<file path="src/rtl/spi_slave_pkg.sv">
// Shared types and default sizing for the SPI responder.
package spi_slave_pkg;

  localparam int SPI_DATA_WIDTH  = 8;
  localparam int SPI_SYNC_STAGES = 2;

  typedef enum logic {
    ST_IDLE   = 1'b0,
    ST_ACTIVE = 1'b1
  } spi_state_e;

endpackage

</file>
<file path="src/rtl/spi_sync_edge.sv">
// Multi-flop synchronizer for an asynchronous level, plus single-cycle rise/fall strobes.
module spi_sync_edge #(
  parameter int   SYNC_STAGES = 2,
  parameter logic RESET_VAL   = 1'b0
) (
  input  logic clk_i,
  input  logic rst_i,
  input  logic din_i,
  output logic rise_o,
  output logic fall_o
);

  logic [SYNC_STAGES-1:0] sync_q;
  logic                   prev_q;
  logic                   level;

  always_ff @(posedge clk_i or posedge rst_i) begin
    if (rst_i) begin
      sync_q <= {SYNC_STAGES{RESET_VAL}};
      prev_q <= RESET_VAL;
    end else begin
      sync_q <= {sync_q[SYNC_STAGES-2:0], din_i};
      prev_q <= sync_q[SYNC_STAGES-1];
    end
  end

  assign level  = sync_q[SYNC_STAGES-1];
  assign rise_o = level & ~prev_q;
  assign fall_o = ~level & prev_q;

endmodule

</file>
<file path="src/rtl/spi_slave_responder.sv">
// SPI mode-0 slave: oversampled SCLK/CS_BAR/MOSI, valid/ack receive port,
// one-entry transmit buffer shifted onto MISO MSB first.
module spi_slave_responder
  import spi_slave_pkg::*;
#(
  parameter int DATA_WIDTH  = SPI_DATA_WIDTH,
  parameter int SYNC_STAGES = SPI_SYNC_STAGES
) (
  input  logic                  clk,
  input  logic                  reset,
  input  logic                  sclk,
  input  logic                  cs_bar,
  input  logic                  mosi,
  output logic                  miso,
  input  logic [DATA_WIDTH-1:0] tx_data,
  input  logic                  tx_valid,
  output logic                  tx_ready,
  output logic [DATA_WIDTH-1:0] rx_data,
  output logic                  rx_valid,
  input  logic                  rx_ack,
  output logic                  rx_overrun,
  output logic                  tx_underrun,
  output logic                  frame_abort
);

  localparam int CNT_W = (DATA_WIDTH > 1) ? $clog2(DATA_WIDTH) : 1;

  logic sclk_rise, sclk_fall, cs_rise, cs_fall;
  logic [SYNC_STAGES-1:0] mosi_sync_q;
  logic                   mosi_sync;

  spi_state_e             state_q;
  logic [CNT_W-1:0]       bit_cnt_q;
  logic [DATA_WIDTH-1:0]  rx_shift_q;
  logic [DATA_WIDTH-1:0]  tx_shift_q;
  logic [DATA_WIDTH-1:0]  tx_buf_q;
  logic                   buf_full_q;
  logic [DATA_WIDTH-1:0]  rx_data_q;
  logic                   rx_valid_q;
  logic                   rx_overrun_q;
  logic                   tx_underrun_q;
  logic                   frame_abort_q;

  logic                   accept;
  logic                   load;
  logic                   last_bit;
  logic [DATA_WIDTH-1:0]  rx_word_d;

  spi_sync_edge #(.SYNC_STAGES(SYNC_STAGES), .RESET_VAL(1'b0)) u_sclk_sync (
    .clk_i  (clk),
    .rst_i  (reset),
    .din_i  (sclk),
    .rise_o (sclk_rise),
    .fall_o (sclk_fall)
  );

  // cs_bar resets high so leaving reset never fakes a select.
  spi_sync_edge #(.SYNC_STAGES(SYNC_STAGES), .RESET_VAL(1'b1)) u_cs_sync (
    .clk_i  (clk),
    .rst_i  (reset),
    .din_i  (cs_bar),
    .rise_o (cs_rise),
    .fall_o (cs_fall)
  );

  always_ff @(posedge clk or posedge reset) begin
    if (reset) begin
      mosi_sync_q <= '0;
    end else begin
      mosi_sync_q <= {mosi_sync_q[SYNC_STAGES-2:0], mosi};
    end
  end

  assign mosi_sync = mosi_sync_q[SYNC_STAGES-1];
  assign accept    = tx_valid & ~buf_full_q;
  assign last_bit  = (bit_cnt_q == CNT_W'(DATA_WIDTH - 1));
  assign rx_word_d = {rx_shift_q[DATA_WIDTH-2:0], mosi_sync};

  // A frame load happens on select, and on the falling edge that follows a completed frame.
  assign load = ((state_q == ST_IDLE) && cs_fall) ||
                ((state_q == ST_ACTIVE) && !cs_rise && sclk_fall && (bit_cnt_q == '0));

  always_ff @(posedge clk or posedge reset) begin
    if (reset) begin
      state_q       <= ST_IDLE;
      bit_cnt_q     <= '0;
      rx_shift_q    <= '0;
      tx_shift_q    <= '0;
      tx_buf_q      <= '0;
      buf_full_q    <= 1'b0;
      rx_data_q     <= '0;
      rx_valid_q    <= 1'b0;
      rx_overrun_q  <= 1'b0;
      tx_underrun_q <= 1'b0;
      frame_abort_q <= 1'b0;
    end else begin
      rx_overrun_q  <= 1'b0;
      tx_underrun_q <= 1'b0;
      frame_abort_q <= 1'b0;

      if (rx_ack) rx_valid_q <= 1'b0;

      if (accept) begin
        tx_buf_q   <= tx_data;
        buf_full_q <= 1'b1;
      end

      if (load) begin
        if (buf_full_q) begin
          tx_shift_q <= tx_buf_q;
          buf_full_q <= 1'b0;
        end else begin
          tx_shift_q    <= '0;
          tx_underrun_q <= 1'b1;
        end
      end

      case (state_q)
        ST_IDLE: begin
          if (cs_fall) state_q <= ST_ACTIVE;
        end
        ST_ACTIVE: begin
          if (cs_rise) begin
            state_q    <= ST_IDLE;
            bit_cnt_q  <= '0;
            rx_shift_q <= '0;
            if (bit_cnt_q != '0) frame_abort_q <= 1'b1;
          end else begin
            if (sclk_rise) begin
              rx_shift_q <= rx_word_d;
              bit_cnt_q  <= last_bit ? '0 : bit_cnt_q + 1'b1;
              if (last_bit) begin
                // Newest frame wins; an ack in the same cycle absorbs the old one.
                rx_data_q  <= rx_word_d;
                rx_valid_q <= 1'b1;
                if (rx_valid_q && !rx_ack) rx_overrun_q <= 1'b1;
              end
            end
            if (sclk_fall && (bit_cnt_q != '0)) begin
              tx_shift_q <= {tx_shift_q[DATA_WIDTH-2:0], 1'b0};
            end
          end
        end
        default: state_q <= ST_IDLE;
      endcase
    end
  end

  assign miso        = (state_q == ST_ACTIVE) ? tx_shift_q[DATA_WIDTH-1] : 1'b0;
  assign tx_ready    = ~buf_full_q;
  assign rx_data     = rx_data_q;
  assign rx_valid    = rx_valid_q;
  assign rx_overrun  = rx_overrun_q;
  assign tx_underrun = tx_underrun_q;
  assign frame_abort = frame_abort_q;

endmodule

</file>
<file path="config.mk">
export PLATFORM = sky130hd
export DESIGN_NAME = spi_slave_responder
export DESIGN_NICKNAME = d
export VERILOG_FILES = /design/src/rtl/spi_slave_pkg.sv /design/src/rtl/spi_sync_edge.sv /design/src/rtl/spi_slave_responder.sv
export SDC_FILE = /design/constraint.sdc
export NUM_CORES = 1
export LEC_CHECK = 0
export CORE_MARGIN = 2
export CORE_UTILIZATION = 56
export DETAILED_ROUTE_END_ITERATION = 12
export GPL_TIMING_DRIVEN = 0
export PLACE_DENSITY = 0.82
export SLEW_MARGIN = 10
export SYNTH_ARGS = -nofsm -noshare
export SYNTH_HDL_FRONTEND = slang
export SYNTH_SLANG_ARGS = --single-unit
</file>
<file path="constraint.sdc">
create_clock -name clk -period 4.22 [get_ports clk]
set_input_delay 0.844 -clock clk [delete_from_list [all_inputs] [get_ports clk]]
set_output_delay 0.844 -clock clk [all_outputs]
set_load 0.02 [all_outputs]
</file>
==> impl_metrics.yaml <==
drt:
  dr_wl_met3_um: 123
  drt_iter0_drc: 31
  vias: 1231
  ant_nets: 0
  viasPerCell: 5.423
  wl_mm: 3.185
  first_pass_iters: 2
  wl_per_cell_um: 14.03
  top_layer: "met4"
  drc: 0
  wl_met2_mm: 1.609
  met1_length_mm: 1.406
place:
  portBuffers: 28
  place_ws_ps: 2060
  hpwlAfterDp_mm: 2.309
  dp.cells: 219
  gp_congestion: 0.7556
  placed_area_um2: 2322
cts:
  clkSlewWorstSetupHoldPaths_ps: 130
  clk_latency_ps: 360
  ctsHoldBuffers: 0
  cts.sinks: 48
  clockBufferDepth: 2
  numCtsBuffers: 5
  cts_setup_buffers: 0
  cts_tree: "done"
  htree_levels: 2
  cts_resized: 0
  ctsRootBufferMaster: "clkbuf_4"
timing:
  fin_tns_setup_ps: 0
  rsz0062_at_grt: "false"
  period_needed_ps: 2556
  fin_crit_sh: 0.6057
  setup_slack_ps: 1664
  tightest_slew_ps: 449.5
  hold_viol: 0
  maxSlewHeadroom: 0.6999
  fmax_mhz: 391.2
  slew_viol_final: 0
  setup_viol: 0
  clock_skew_ps: 11.74
setup_path:
  r2r_cells: 8
  cp.arrival_ps: 1710
  critical_path_class: "register to output pin"
  end_kind: "output pin"
  r2r_slack_ps: 2560
  worstPathRequired_ps: 3380
  rr_startpoint: "bit_cnt_q[0]$_DFFE_PP0P_"
  cp-endpoint: "tx_ready"
  r2r_end: "buf_full_q$_DFF_PP0_"
  path_max_fanout: 10
  startpoint_type: "register"
  crit_path_start: "buf_full_q$_DFF_PP0_"
grt:
  grt_overflow: 0
  grt_max_degree: 29
  grt.total_usage: 0.1897
  grt_pass1_vias: 1304
  antenna_found_initial: 0
  grt_pass1_wl_mm: 5.899
job:
  maxCapViolations: 0
layout:
  n_antenna_cell: 0
  final_nets: 198
  final_common_cell: "dfrtp_1"
  fin_area_um2: 2389
  layout_common_cells: "dfrtp_1 (45), clkdlybuf4s50_1 (28), mux2_2 (16), nand2_1 (15), a22o_1 (10)"
  utilization: 0.7102
  stdcell_count: 227
  area_growth_pct: 21.59
  layout-drive-gt1-share: 0.2652
power:
  power_leakage_nw: 1.097
  ir_drop_v: 0.0003789
  powerDensity_nw_per_um2: 472.9
synthesis:
  synth_cell_types: 30
  synth-main-ff-cell: "dfrtp_1"
  synth-edff-count: 0
  synth_seq_cells: 48
  syn_avg_cell_area_um2: 13.64
  synthCells: 144
  async_flop_share: 1.000
  yosys_warnings: 0
  syn_nets: 162
  synth_area_leaders: "dfrtp_1 (57%), mux2_2 (9.2%), a22o_1 (4.5%), o211ai_2 (4.5%), dfstp_2 (4.0%)"
  syn_area_um2: 1964
  netlist.top_cell.by_area: "dfrtp_1"
  synth_top_area_frac: 0.5732
  ys_seq_area_frac: 0.6134
floorplanning:
  die_w_um: 63.23
  initial_core_util: 0.5841
  rows: 21
  die_area_um2: 3997
  core_area_um2: 3363
  chipHeight_um: 63.23
  ios: 29
hold_path:
  hp-class: "register to register"
run_status:
  status: "finished clean"
==> critical path, cell delays in order (launching register included) <==
cell             delay (ps)
dfrtp_1                 400
clkbuf_1                350
inv_1                    70
clkdlybuf4s50_1         540
==> cell type report <==
| type | instances | area [um^2] |
|---|---|---|
| Buffer | 8 | 50.05 |
| Clock buffer | 6 | 51.30 |
| Clock inverter | 2 | 15.01 |
| Fill cell | 260 | 974.7 |
| Inverter | 5 | 18.77 |
| Multi-Input combinational cell | 83 | 690.7 |
| Sequential cell | 48 | 1205 |
| Tap cell | 46 | 57.56 |
| Timing Repair Buffer | 29 | 300.3 |
==> synthesized netlist by cell type (2+ instances only) <==
cell type and n:
clkbuf_1 2, o211ai_1 7, nand2b_1 3, o211ai_2 7
nand2_1 15, dfrtp_1 45, buf_2 4, nand2b_4 2
and3_1 2, inv_1 4, nor2b_1 3, mux2_2 16
nor2_1 3, a22o_1 10, ha_1 3, dfstp_2 3
buf_6 2
==> flip-flops by register name, summed over array words and instances (netlist names), 2 cells and up <==
| register | flops |
|---|---|
| tx_buf_q | 8 |
| rx_shift_q | 7 |
| rx_data | 8 |
| mosi_sync_q | 2 |
| u_cs_sync.sync_q | 2 |
| u_sclk_sync.sync_q | 2 |
| bit_cnt_q | 3 |
| tx_shift_q | 8 |
==> logic make-up (layout without fill, tap and decap cells) <==
logic type	after synthesis	in the layout	synth area share
flip-flops	48	48	0.6134
AND/OR/NAND/NOR	34	34	0.09937
AO/OA/AOI/OAI	30	30	0.1414
multiplexers	16	16	0.09172
buffers and inverters	13	50	0.03503
adder cells (fa/ha/maj)	3	3	0.01911
==> metal layers <==
metal / vias up / track usage
li1: 582 / -
met1: 621 / 0.2488
met2: 22 / 0.3112
met3: 6 / 0.05179
met4: 0 / 0.05707
met5: - / 0
==> power breakdown <==
group | internal (W) | switching (W) | total, W
Combinational | 0.000153 | 0.000140 | 0.000293
Clock | 0.0000810 | 0.000141 | 0.000222
Sequential | 0.000558 | 0.0000568 | 0.000615
Total | 0.000792 | 0.000338 | 0.00113
==> through the flow <==
| step | hold slack, ps | power (W) |
|---|---|---|
| finish | 363.3 | 0.001130 |
| global route | 374.1 | 0.001205 |
| CTS | 365.9 | 0.001140 |
| detailed placement | 345.0 | 0.0009184 |
| global placement | 334.1 | 0.0008963 |
| floorplan | 331.2 | 0.0008298 |
==> worst min path at each step <==
| stage | from | endpoint | slack [ps] | depth (start not counted) |
|---|---|---|---|---|
| final | mosi_sync_q[0]$_DFF_PP0_ | mosi_sync_q[1]$_DFF_PP0_ | 360 | 0 |
| after global routing | u_cs_sync.sync_q[0]$_DFF_PP1_ | u_cs_sync.sync_q[1]$_DFF_PP1_ | 370 | 0 |
| after CTS | mosi_sync_q[0]$_DFF_PP0_ | mosi_sync_q[1]$_DFF_PP0_ | 370 | 0 |
| after detailed placement | mosi_sync_q[0]$_DFF_PP0_ | mosi_sync_q[1]$_DFF_PP0_ | 350 | 0 |
| after global placement | u_sclk_sync.sync_q[0]$_DFF_PP0_ | u_sclk_sync.sync_q[1]$_DFF_PP0_ | 330 | 0 |
| after floorplan | mosi_sync_q[0]$_DFF_PP0_ | mosi_sync_q[1]$_DFF_PP0_ | 330 | 0 |
Note: power is estimated with default switching activity, not from simulation.
